**config.mk**
```make
export PLATFORM = sky130hd
export DESIGN_NAME = dat_wr_status_rx
export DESIGN_NICKNAME = d
export VERILOG_FILES = /design/src/rtl/dat_wr_status_rx.sv
export SDC_FILE = /design/constraint.sdc
export NUM_CORES = 1
export LEC_CHECK = 0
export BUFFER_PORTS_ARGS = -buffer_cell sky130_fd_sc_hd__buf_2
export CAP_MARGIN = 20
export CORE_ASPECT_RATIO = 0.9
export CORE_UTILIZATION = 35
export CTS_CLUSTER_SIZE = 28
export DETAILED_ROUTE_END_ITERATION = 16
export MAX_ROUTING_LAYER = met4
export PLACE_DENSITY = 0.54
export SETUP_SLACK_MARGIN = 0.1
export SLEW_MARGIN = 20
export SYNTH_ARGS = -nofsm -noshare
export SYNTH_HDL_FRONTEND = slang
export SYNTH_SLANG_ARGS = --single-unit
```
**constraint.sdc**
```tcl
create_clock -name clk_i -period 1.25 [get_ports clk_i]
set_input_delay 0.125 -clock clk_i [delete_from_list [all_inputs] [get_ports clk_i]]
set_output_delay 0.125 -clock clk_i [all_outputs]
set_load 0.02 [all_outputs]
```
**src/rtl/dat_wr_status_rx.sv**
```systemverilog
// Receives the write-CRC-status token and the following busy phase on DAT0,
// and reports one result per written block to the data-path controller.
module dat_wr_status_rx #(
  parameter int         BUSY_GAP  = 2,
  parameter logic [2:0] STATUS_OK = 3'b010
) (
  input  logic       clk_i,
  input  logic       rst_i,
  input  logic       sd_tick_i,
  input  logic       dat0_i,
  input  logic       start_i,
  input  logic       abort_i,
  input  logic       timeout_i,
  output logic       timeout_running_o,
  output logic       busy_o,
  output logic       done_o,
  output logic [2:0] status_o,
  output logic       crc_err_o,
  output logic       end_bit_err_o,
  output logic       timeout_err_o
);

  typedef enum logic [2:0] {
    S_IDLE, S_WAIT_START, S_STATUS, S_END_BIT, S_GAP, S_BUSY, S_DONE
  } state_t;

  localparam logic [2:0] GAP_LAST = 3'(BUSY_GAP - 1);

  state_t     state_q, state_d;
  logic [1:0] bit_cnt_q, bit_cnt_d;
  logic [2:0] gap_cnt_q, gap_cnt_d;
  logic [2:0] status_q, status_d;
  logic       crc_err_q, crc_err_d;
  logic       end_bit_err_q, end_bit_err_d;
  logic       timeout_err_q, timeout_err_d;
  logic       run_q, run_d;
  logic [2:0] token_next;

  assign token_next = {status_q[1:0], dat0_i};

  always_ff @(posedge clk_i) begin
    if (rst_i) begin
      state_q <= S_IDLE;
    end else begin
      state_q <= state_d;
    end
  end

  always_comb begin
    state_d = state_q;
    if (abort_i) begin
      state_d = S_IDLE;
    end else begin
      case (state_q)
        S_IDLE:       if (start_i) state_d = S_WAIT_START;
        S_WAIT_START: begin
          if (timeout_i)                  state_d = S_DONE;
          else if (sd_tick_i && !dat0_i)  state_d = S_STATUS;
        end
        S_STATUS:     if (sd_tick_i && bit_cnt_q == 2'd2) state_d = S_END_BIT;
        S_END_BIT:    if (sd_tick_i) state_d = S_GAP;
        S_GAP:        if (sd_tick_i && gap_cnt_q == GAP_LAST) state_d = S_BUSY;
        S_BUSY: begin
          // Timeout wins over a same-cycle end of busy.
          if (timeout_i)                 state_d = S_DONE;
          else if (sd_tick_i && dat0_i)  state_d = S_DONE;
        end
        S_DONE:       state_d = S_IDLE;
        default:      state_d = S_IDLE;
      endcase
    end
  end

  always_comb begin
    busy_o = (state_q != S_IDLE);
    done_o = (state_q == S_DONE);
  end

  always_comb begin
    bit_cnt_d     = bit_cnt_q;
    gap_cnt_d     = gap_cnt_q;
    status_d      = status_q;
    crc_err_d     = crc_err_q;
    end_bit_err_d = end_bit_err_q;
    timeout_err_d = timeout_err_q;
    if (abort_i) begin
      bit_cnt_d     = 2'd0;
      gap_cnt_d     = 3'd0;
      status_d      = 3'b000;
      crc_err_d     = 1'b0;
      end_bit_err_d = 1'b0;
      timeout_err_d = 1'b0;
    end else begin
      case (state_q)
        S_IDLE: begin
          if (start_i) begin
            status_d      = 3'b000;
            crc_err_d     = 1'b0;
            end_bit_err_d = 1'b0;
            timeout_err_d = 1'b0;
          end
        end
        S_WAIT_START: begin
          // A missing start bit is also reported as a bad (all-zero) token.
          if (timeout_i) begin
            timeout_err_d = 1'b1;
            crc_err_d     = 1'b1;
            status_d      = 3'b000;
          end else if (sd_tick_i && !dat0_i) begin
            bit_cnt_d = 2'd0;
          end
        end
        S_STATUS: begin
          if (sd_tick_i) begin
            status_d  = token_next;
            bit_cnt_d = bit_cnt_q + 2'd1;
            if (bit_cnt_q == 2'd2) crc_err_d = (token_next != STATUS_OK);
          end
        end
        S_END_BIT: begin
          if (sd_tick_i) begin
            end_bit_err_d = !dat0_i;
            gap_cnt_d     = 3'd0;
          end
        end
        S_GAP:   if (sd_tick_i) gap_cnt_d = gap_cnt_q + 3'd1;
        S_BUSY:  if (timeout_i) timeout_err_d = 1'b1;
        default: ;
      endcase
    end
  end

  // The running flag follows the current state, so it lags entry and exit by one cycle.
  assign run_d = !abort_i && (state_q == S_WAIT_START || state_q == S_BUSY);

  always_ff @(posedge clk_i) begin
    if (rst_i) begin
      bit_cnt_q     <= 2'd0;
      gap_cnt_q     <= 3'd0;
      status_q      <= 3'b000;
      crc_err_q     <= 1'b0;
      end_bit_err_q <= 1'b0;
      timeout_err_q <= 1'b0;
      run_q         <= 1'b0;
    end else begin
      bit_cnt_q     <= bit_cnt_d;
      gap_cnt_q     <= gap_cnt_d;
      status_q      <= status_d;
      crc_err_q     <= crc_err_d;
      end_bit_err_q <= end_bit_err_d;
      timeout_err_q <= timeout_err_d;
      run_q         <= run_d;
    end
  end

  assign timeout_running_o = run_q;
  assign status_o          = status_q;
  assign crc_err_o         = crc_err_q;
  assign end_bit_err_o     = end_bit_err_q;
  assign timeout_err_o     = timeout_err_q;

endmodule

```
Word-level counts from Yosys, hierarchy flattened
Index checks and enable logic that the tools add are counted.
{"block": "word_totals", "ff_bits": 15, "in_bits": 7, "output_inout_bits": 9, "elab_cells": 84}
{"block": "classes", "add_sub_neg": 2, "eq_ne": 22, "n_mux": 28, "n_reduce_logical": 24}
{"op": "2-to-1 mux 3 bit", "count": 13}
{"op": "!= test 2 bit (second input constant)", "count": 10}
{"op": "one-hot mux 3 bit (6 select lines)", "count": 1}
{"op": "== test 3 bit (second input constant)", "count": 3}
{"op": "one-hot mux 3 bit (3 select lines)", "count": 1}
{"op": "AND reduction 3 bit", "count": 3}
{"op": "AND reduction 4 bit", "count": 2}
{"op": "nonzero test 2 bit", "count": 4}
{"op": "== test 3 x 1 -> 1 bit (second input constant)", "count": 2}
{"op": "== test 3 x 2 -> 1 bit (second input constant)", "count": 2}
{"op": "2-to-1 mux 2 bit", "count": 3}
{"op": "!= test 3 bit (second input constant)", "count": 2}
{"op": "one-hot mux 3 bit (2 select lines)", "count": 1}
{"op": "AND reduction 6 bit", "count": 1}
{"op": "nonzero test 3 bit", "count": 2}
{"op": "logical AND 1 bit", "count": 5}
{"op": "2-to-1 mux 1 bit", "count": 5}
{"op": "AND reduction 5 bit", "count": 1}
{"op": "one-hot mux 1 bit (2 select lines)", "count": 2}
{"op": "one-hot mux 2 bit (2 select lines)", "count": 1}
{"op": "OR reduction 2 bit", "count": 2}
{"op": "adder 3 x 1 -> 3 bit (second input constant)", "count": 1}
{"op": "logical NOT 3 bit", "count": 1}
{"op": "!= test 3 x 2 -> 1 bit (second input constant)", "count": 1}
{"op": "other kinds (6)", "count": 7}

Logic depth before layout (Yosys ltp)
Gate-level depths: netlist of the first run.
{"block": "depth", "word_depth": 5, "depth_mapped": 6, "depth_no_buf": 6}

Least setup slack after synthesis of the first run
Ideal clock, no wire load.
{"block": "synth_timing", "kind": "reg2reg", "from": "register bit_cnt_q[0]", "to": "register crc_err_q (netlist: crc_err_o)", "setup_time_ns": 0.131, "t_arrival_ns": 1.054, "required_ns": 1.119, "slack_ns": 0.065, "path_stages_with_launch": 6, "path_buffers": 0, "period_less_slack_ns": 1.185, "cell_sequence": "dfxtp_1 -> inv_1 -> ha_1 -> nand4bb_1 -> a2111oi_0 -> nor3_1"}
{"block": "synth_between", "elab_chain_len": 3}
{"item": "from (decl)", "line": "30", "rtl": "logic [1:0] bit_cnt_q, bit_cnt_d;"}
{"item": "from (signal assigned)", "line": "146", "rtl": "bit_cnt_q <= bit_cnt_d;"}
{"item": "== test 2 bit", "line": "117", "rtl": "if (bit_cnt_q == 2'd2) crc_err_d = (token_next != STATUS_OK);"}
{"item": "!= test 2 bit (no line)"}
{"item": "AND reduction 5 bit (no line)"}
{"item": "to (signal assigned)", "line": "149", "rtl": "crc_err_q <= crc_err_d;"}
{"item": "to (decl)", "line": "33", "rtl": "logic crc_err_q, crc_err_d;"}
No other way between the ends.
A chain may end at the register's enable or synchronous reset.

Final worst setup path of the first run
{"block": "layout_timing", "from": "register state_q[1]", "to": "output port busy_o"}
{"block": "layout_between", "elab_chain_len": 1}
{"item": "from (decl)", "line": "29", "rtl": "state_t state_q, state_d;"}
{"item": "from (signal assigned)", "line": "45", "rtl": "state_q <= state_d;"}
{"item": "nonzero test 3 bit", "line": "75", "rtl": "busy_o = (state_q != S_IDLE);"}
{"item": "to (decl)", "line": "15", "rtl": "output logic busy_o,"}
No other way between the ends.

==> summary.md, run 1 <==
| Metric | Value |
|---|---|
| Sw power | 0.000294 W |
| Setup WS pre-CTS | -0.0679 ns |
| Post-Syn Nets | 116 |
| Failing checks | setup timing |
| CP max FO | 4 |
| H-tree depth | 1 |
| # IOs | 16 |
| Ys flop type | dfxtp_1 |
| Vias in the first global route | 818 |
| RSZ-0062 raised after global routing | yes |
| Antenna violations before repair | 0 |
| PwrDens | 742 nW/µm² |
| Fin area | 1340 µm² |
| TritonCTS clock tree | built |
| Crit path from | state_q[1] |
| Clock power frac | 30.9% |
| Die X | 55.5 µm |
| Crit Reg-Reg Startpoint | state_q[1] |
| Site row count | 17 |
| Slew HR | 75.2% |
| Clock skew | 0.00690 ns |
| CTS buffer count | 3 |
| Pin count of the biggest net entering global routing | 17 |
| Critical Path RT | 1.12 ns |
| Gr ovfl total | 0 |
| Net Sw Frac | 29.6% |
| Mean area per synthesized cell | 8.50 µm² |
| Final Max Slew Viols | 0 |
| Finished Layout Cells | 167 |
| Synth cell types | 44 |
| Later-pin clock latency in the skew report | 0.31 ns |
| Starting Density | 36.8% |
| Post-synth top area cell | dfxtp_1 |
| Synth-to-Final Area Change | 48.8% |
| Final WS setup | -0.140 ns |
| Worst hold path class | in -> reg |
| Period Utilization, post-route | 111% |
| Register area share after synthesis | 33.3% |
| GR Util All Layers | 18.5% |
| Synth top area share | 33.3% |
| FF-to-FF setup slack | -0.11 ns |
| Crit. End Element | primary output |
| Most common library cells after synthesis | dfxtp_1, a21oi_1, inv_1, nand2_1 |
| CTS root buffer | clkbuf_4 |
| Vias post-DR | 930 |
| Final ANT Viol Nets | 0 |
| Post-DP HPWL | 1490 µm |
| DRC viols | 0 |
| Hold Buf Count CTS | 0 |
| Final Util | 54.8% |
| Worst-Margin Slew | 0.371 ns |
| TritonRoute pass-1 iters | 5 |
| Die H | 50.1 µm |
| PortBufs | 15 |
| Seq pwr share | 49.0% |
| Initial DRC Count | 27 |
| Final Hold Viols | 0 |
| R2R depth | 5 |
| Max_cap viols | 0 |
| Die area | 2780 µm² |
| Fmax achieved | 719 MHz |
| WS Path Type | reg -> out |
| Status | complete, but fails checks |
| Internal power | 0.000701 W |
| Met3 WL | 119 µm |
| Layout cell share with drive strength beyond 1 | 52.5% |
| DR top layer | met4 |
| Drt via density | 5.57 |
| Global-route wire length before repair | 3750 µm |
| Synthesized cell area | 901 µm² |
| Metal2 WL | 1110 µm |
| DR WL/cell | 14.8 µm |
| Worst vdd ir | 456 µV |
| Final wirelength | 2470 µm |
| Bufs on Longest Clock Path | 2 |
| Register bit total from synthesis | 15 |
| Final #Nets | 150 |
| Total Negative Setup Slacks | -0.559 ns |
| Critical Path AT | 1.27 ns |
| Startpoint Class | register |
| Asr flop ratio synth | 0% |
| Met1 Routed Length | 1180 µm |
| Post-synth EDFFs | 0 |
| Gate Count Post-Synth | 106 |
| Most common cell in the synthesized netlist | dfxtp_1 |
| Worst r2r dst | state_q[1] |
| Placed Instances | 156 |
| Min Tclk post-route | 1.39 ns |
| Leakage | 0.491 nW |
| Area contributors post-synth | dfxtp_1, a21oi_1, ha_1 |
| ANT cells | 0 |
| Combinational power share | 20.2% |
| Placement Cell Area | 1090 µm² |
| Core area | 2450 µm² |
| Yosys warns | 0 |
| Setup violations, final | 11 |
| Setup crit end | busy_o |
| Clk sinks | 15 |
| CTS clk-pin slew, worst paths | 0.10 ns |
| Final GP Congestion | 0.797 |
| Hold depth | 3 |
[metrics by stage]
stage | total power, W | hold slack, ns
3_3_place_gp | 0.000649 | 0.445
6_report | 0.000994 | 0.190
2_1_floorplan | 0.000600 | 0.293
4_1_cts | 0.000966 | 0.186
3_5_place_dp | 0.000650 | 0.450
5_1_grt | 0.00104 | 0.204
[power by group through the flow]
stage | Sequential [W] | Clock, W | Combinational (W)
after floorplan | 0.000502 | 0 | 0.0000979
after global placement | 0.000502 | 0 | 0.000146
after detailed placement | 0.000503 | 0 | 0.000147
after CTS | 0.000488 | 0.000302 | 0.000176
after global routing | 0.000488 | 0.000333 | 0.000217
final | 0.000487 | 0.000307 | 0.000201
[state kept, by name (all words and copies together) (netlist names)]
name,cells
status_o,3
crc_err_o,1
timeout_err_o,1
state_q,3
gap_cnt_q,3
bit_cnt_q,2
timeout_running_o,1
end_bit_err_o,1
[layer usage]
layer / vias up / global-route usage [%]
met2: 22 / 26.1
met1: 454 / 23.5
li1: 449 / -
met5: - / -
met4: 0 / 11.7
met3: 5 / 4.90
[area by class of cell]
class                   count  area (µm²)
fillers                   210        1110
multi-input cells          76         653
flip-flops and latches     15         313
repair buffers             38         290
well taps                  28        35.0
clock buffers               4        26.3
inverters                   6        22.5
[logic make-up after synthesis]
| logic type | synth area share [%] |
|---|---|
| DFF | 33.3 |
| AOI/OAI and AO/OA | 25.0 |
| buffers and inverters | 8.89 |
| xor gates and xnor gates | 0.972 |
| muxes | 2.22 |
| and+or+nand+nor | 25.4 |
| adders and majority gates | 4.17 |
[what timing repair did]
| item | in CTS | in global routing |
|---|---|---|
| pin swaps | 7 | 18 |
| gates resized for setup | 23 | 22 |
| endpoints found under the setup margin | 16 | 15 |
| buffers inserted | 6 | 1 |
| hold endpoints to repair | 0 | 0 |
| gates cloned | 0 | 0 |
[cells in the final DEF, fill, tap and decap left out, drive strengths merged, types with 2 or more instances in the layout]
| cell type | synthesis | final |
|---|---|---|
| a2111oi | 2 | 2 |
| a21oi | 12 | 12 |
| a2bb2oi | 2 | 2 |
| a31oi | 2 | 2 |
| buf | 7 | 38 |
| clkbuf | 2 | 4 |
| dfxtp | 15 | 15 |
| ha | 3 | 3 |
| inv | 6 | 6 |
| mux2i | 2 | 2 |
| nand2 | 5 | 5 |
| nand3 | 4 | 4 |
| nand4 | 3 | 3 |
| nor2 | 5 | 5 |
| nor2b | 3 | 3 |
| nor3 | 3 | 3 |
| nor3b | 2 | 2 |
| o21a | 2 | 2 |
| o21ai | 7 | 7 |
| or3 | 3 | 3 |
[worst max-delay path, stage by stage (launching register included)]
cell     delay, ns
dfxtp_4       0.38
buf_6         0.12
or3_4         0.32
buf_6         0.14
[worst min-delay path by stage]
stage	startpoint	to	slack, ns
2_1_floorplan	dat0_i	status_o[0]	0.29
3_3_place_gp	bit_cnt_q[0]	bit_cnt_q[0]	0.45
3_5_place_dp	bit_cnt_q[0]	bit_cnt_q[0]	0.45
4_1_cts	dat0_i	status_o[0]	0.19
5_1_grt	dat0_i	status_o[0]	0.20
6_report	dat0_i	status_o[0]	0.19
No activity file was read; power rests on OpenSTA's default activity.
==> run 2, diff against run 1 <==
--- a/config.mk
+++ b/config.mk
@@ -9,6 +9,7 @@
 export CAP_MARGIN = 20
 export CORE_ASPECT_RATIO = 0.9
 export CORE_UTILIZATION = 35
+export CTS_BUF_LIST = sky130_fd_sc_hd__clkbuf_16
 export CTS_CLUSTER_SIZE = 28
 export DETAILED_ROUTE_END_ITERATION = 16
 export MAX_ROUTING_LAYER = met4
==> summary.md, run 2 (same netlist as run 1, synthesis figures left out) <==
| Metric | Value |
|---|---|
| Antenna violations before repair | 0 |
| Crit Reg-Reg Startpoint | state_q[1] |
| Crit. End Element | primary output |
| Final GP Congestion | 0.797 |
| Min Tclk post-route | 1.31 ns |
| Final Max Slew Viols | 0 |
| Worst vdd ir | 757 µV |
| Clk sinks | 15 |
| Failing checks | setup timing |
| R2R depth | 6 |
| DR WL/cell | 13.2 µm |
| Vias post-DR | 880 |
| ANT cells | 0 |
| Worst-Margin Slew | 0.353 ns |
| Fin area | 1320 µm² |
| Slew HR | 76.5% |
| CTS buffer count | 3 |
| Post-DP HPWL | 1490 µm |
| Die H | 50.1 µm |
| TritonRoute pass-1 iters | 4 |
| Slowest stage cell on the critical path | dfxtp_4 |
| Most frequent cells in the layout | buf_4, buf_2, dfxtp_1, a21oi_1, buf_6 |
| Drt via density | 5.33 |
| Worst hold path class | in -> reg |
| Startpoint Class | register |
| Core area | 2450 µm² |
| FF-to-FF setup slack | 0 ns |
| PortBufs | 15 |
| Bufs on Longest Clock Path | 2 |
| CTS clk-pin slew, worst paths | 0.05 ns |
| Starting Density | 36.8% |
| Top cell by count, worst path | buf_6 |
| Site row count | 17 |
| Final Hold Viols | 0 |
| Final ANT Viol Nets | 0 |
| Hold depth | 3 |
| CTS root buffer | clkbuf_16 |
| Die area | 2780 µm² |
| RSZ-0062 raised after global routing | yes |
| PwrDens | 989 nW/µm² |
| CP Cell Sequence | buf_6 -> or3_4 -> buf_6 |
| Gr ovfl total | 0 |
| Final #Nets | 148 |
| Most common cell after layout, fill and taps aside | buf_4 |
| Critical Path AT | 1.18 ns |
| Leakage | 0.492 nW |
| Hold endpoint | status_o[0] |
| Pin count of the biggest net entering global routing | 17 |
| Placement Cell Area | 1090 µm² |
| Later-pin clock latency in the skew report | 0.25 ns |
| Clock skew | 0.00114 ns |
| Layout cell share with drive strength beyond 1 | 46.7% |
| Die X | 55.5 µm |
| DRC viols | 0 |
| Initial DRC Count | 23 |
| Synth-to-Final Area Change | 46.0% |
| Period Utilization, post-route | 105% |
| Setup violations, final | 2 |
| TritonCTS clock tree | built |
| Worst r2r dst | state_q[0] |
| Vias in the first global route | 807 |
| CP peak stage delay | 0.35 ns |
| Worst Min Path Start | dat0_i |
| Critical Path RT | 1.12 ns |
| # IOs | 16 |
| CP max FO | 4 |
| Fmax achieved | 765 MHz |
| Status | complete, but fails checks |
| Max_cap viols | 0 |
| Overall Power | 0.00130 W |
| H-tree depth | 1 |
| Final WS setup | -0.0579 ns |
| GR Util All Layers | 17.0% |
| Final Util | 53.8% |
| WS Path Type | reg -> out |
| Final wirelength | 2190 µm |
| Global-route wire length before repair | 3570 µm |
==> run 2: cell count changes in the layout (fill, tap and decap cells not counted), moves of 2 or more <==
cell and delta:
a21oi_1 +2, a21oi_2 -2, buf_6 -3, clkbuf_16 +3, clkbuf_4 -3, inv_1 +2
==> run 2: report_power, final <==
| part | total [W] | internal (W) | switching (W) |
|---|---|---|---|
| logic | 0.000177 | 0.0000853 | 0.0000917 |
| clock network | 0.000630 | 0.000425 | 0.000205 |
| registers | 0.000493 | 0.000483 | 0.0000101 |
| total | 0.00130 | 0.000993 | 0.000307 |
==> run 2: worst max-delay path by stage <==
stage / from / end / slack, ns / cells after the start
3_3_place_gp: state_q[1] / bit_cnt_q[1] / -0.06 / 5
4_1_cts: state_q[1] / busy_o / -0.06 / 3
6_report: state_q[1] / busy_o / -0.06 / 3
3_5_place_dp: state_q[1] / bit_cnt_q[1] / -0.07 / 5
5_1_grt: state_q[1] / state_q[0] / -0.08 / 6
2_1_floorplan: state_q[1] / crc_err_o / 0.08 / 5
==> run 2: area by class of cell <==
| type | instances | area, µm² |
|---|---|---|
| sequential | 15 | 310 |
| fill | 206 | 1130 |
| inverter | 6 | 22.5 |
| multi-input combinational | 76 | 604 |
| timing repair buffer | 36 | 264 |
| clock inverter | 1 | 3.75 |
| tap | 28 | 35.0 |
| clock buffer | 3 | 75.1 |
==> run 2: stage by stage <==
stage	setup TNS, ns	hold WS, ns	setup WS (ns)	std cells
after global routing	-0.454	0.273	-0.0782	165
after floorplan	0	0.293	0.0779	106
after global placement	-0.114	0.445	-0.0626	156
after detailed placement	-0.202	0.450	-0.0679	156
after CTS	-0.148	0.236	-0.0575	163
final	-0.0587	0.246	-0.0579	165
==> run 2: repair_timing <==
item,4_1_cts,5_1_grt
hold buffers,0,0
pin swaps,2,15
setup endpoints to repair,15,16
gates resized for setup,12,18
buffers inserted,3,2
gates cloned,0,0
==> run 2: layer usage <==
metal / up-vias / GRT usage (%) / routed length, µm
li1: 447 / - / -
met1: 410 / 21.6 / 1120
met2: 18 / 24.7 / 940
met3: 5 / 5.15 / 87
met4: 0 / 8.33 / 34
met5: - / - / 0
==> run 2: worst max-delay path: cells and delay by family (launching register included) <==
| kind | cells | cell delay [ns] |
|---|---|---|
| flip-flops | 1 | 0.35 |
| AND/OR/NAND/NOR | 1 | 0.32 |
| buffers and inverters | 2 | 0.26 |
==> run 3, diff against run 2 <==
--- a/config.mk
+++ b/config.mk
@@ -8,6 +8,7 @@
 export BUFFER_PORTS_ARGS = -buffer_cell sky130_fd_sc_hd__buf_2
 export CAP_MARGIN = 20
 export CORE_ASPECT_RATIO = 0.9
+export CORE_MARGIN = 2
 export CORE_UTILIZATION = 35
 export CTS_BUF_LIST = sky130_fd_sc_hd__clkbuf_16
 export CTS_CLUSTER_SIZE = 28
==> summary.md, run 3 (same netlist as run 1, synthesis figures left out) <==
| Metric | Value |
|---|---|
| DR WL/cell | 15.7 µm |
| CTS root buffer | clkbuf_16 |
| # IOs | 16 |
| PwrDens | 913 nW/µm² |
| Site row count | 17 |
| CTS clk-pin slew, worst paths | 0.05 ns |
| Final wirelength | 2680 µm |
| Most common cell after layout, fill and taps aside | buf_4 |
| H-tree depth | 1 |
| Min Tclk post-route | 1.34 ns |
| Core area | 2450 µm² |
| Global-route wire length before repair | 3970 µm |
| Vias post-DR | 935 |
| ANT cells | 0 |
| Slew HR | 76.4% |
| Failing checks | setup timing |
| Multi-input gate area | 649 µm² |
| Die area | 3000 µm² |
| Pin count of the biggest net entering global routing | 17 |
| Startpoint Class | register |
| Bufs on Longest Clock Path | 2 |
| Period Utilization, post-route | 107% |
| Setup violations, final | 6 |
| Antenna violations before repair | 0 |
| Layout cell share with drive strength beyond 1 | 55.2% |
| Die X | 57.5 µm |
| Crit. End Element | primary output |
| Gr ovfl total | 0 |
| Synth-to-Final Area Change | 60.4% |
| Status | complete, but fails checks |
| Worst-Margin Slew | 0.354 ns |
| TritonRoute pass-1 iters | 4 |
| TritonCTS clock tree | built |
| Worst Path Buf+Inv | 2 |
| Post-DP HPWL | 1500 µm |
| CTS buffer count | 3 |
| Die H | 52.1 µm |
| Starting Density | 36.8% |
| Fmax achieved | 745 MHz |
| Vias in the first global route | 887 |
| CP max FO | 4 |
| Hold Buf Count CTS | 0 |
| Cell family with most CP delay | simple AND/OR/NAND/NOR gates |
| CP peak stage delay | 0.36 ns |
| Top cell by count, worst path | buf_6 |
| Final GP Congestion | 0.830 |
| Drt via density | 5.47 |
| Leakage | 0.546 nW |
| Slowest stage cell on the critical path | or3_4 |
| Initial DRC Count | 18 |
| WS Path Type | reg -> out |
| Most frequent cells in the layout | buf_4, buf_2, a21oi_1, dfxtp_1, buf_6 |
| Worst hold path class | in -> reg |
| Clk sinks | 15 |
| Critical Path RT | 1.12 ns |
| CP Cell Sequence | buf_6 -> or3_4 -> buf_6 |
| Final WS setup | -0.0930 ns |
| Clock skew | 0.00513 ns |
| Register area | 314 µm² |
| DRC viols | 0 |
| Final Max Slew Viols | 0 |
| Final #Nets | 154 |
| Total Negative Setup Slacks | -0.274 ns |
| Worst vdd ir | 496 µV |
| Later-pin clock latency in the skew report | 0.25 ns |
| Critical Path AT | 1.22 ns |
| Setup WS pre-CTS | -0.150 ns |
| Final ANT Viol Nets | 0 |
| GR Util All Layers | 18.2% |
| PortBufs | 15 |
| Fillers | 201 |
| Max_cap viols | 0 |
| RSZ-0062 raised after global routing | yes |
| Final Hold Viols | 0 |
## run 3: cell type report
cell class	count	area share, %
Sequential cell	15	21.7
Tap cell	28	2.42
Clock inverter	1	0.260
Inverter	6	1.82
Clock buffer	3	5.19
Timing Repair Buffer	42	23.6
Multi-Input combinational cell	76	44.9
## run 3: path summary, 6_finish.rpt
path         cells after the start    startpoint  slack, ns           end
max                              3    state_q[0]      -0.09        busy_o
min                              3        dat0_i       0.27   status_o[0]
max reg2reg                      5    state_q[1]      -0.05   status_o[1]
min reg2reg                      2  bit_cnt_q[0]       0.47  bit_cnt_q[0]
## run 3: through the flow
| step | instance area (µm²) | power (W) | std cells | util [%] | hold WS [ns] |
|---|---|---|---|---|---|
| final | 1450 | 0.00132 | 171 | 59.1 | 0.270 |
| after global routing | 1450 | 0.00137 | 171 | 59.1 | 0.295 |
| after CTS | 1280 | 0.00130 | 164 | 52.5 | 0.251 |
| after detailed placement | 1090 | 0.000649 | 156 | 44.5 | 0.458 |
| after global placement | 1090 | 0.000649 | 156 | 44.5 | 0.454 |
| after floorplan | 916 | 0.000600 | 106 | - | 0.293 |
## run 3: metal layers
metal	track usage (%)	vias to the layer above	part of all wire, %
met3	3.98	9	3.2
met4	8.53	0	2.8
met5	-	-	0
li1	-	463	-
met2	27.5	25	48
met1	23.3	438	46
## run 3: worst register-to-register path: cells and delay by family (launching register included)
kind	cells	cell delay, ns
flip-flops	1	0.37
AO/OA/AOI/OAI	3	0.40
AND/OR/NAND/NOR	1	0.26
buffers and inverters	1	0.15
## run 3: repair_timing
action	in CTS	in global routing
pin swaps	8	7
buffers inserted	4	6
gates cloned	0	1
resized for setup	28	21
endpoints found under the setup margin	16	15
## run 3: where the power goes
group | internal, W | switching [W]
logic | 0.0000994 | 0.000109
registers | 0.000481 | 0.00000587
clock network | 0.000424 | 0.000200
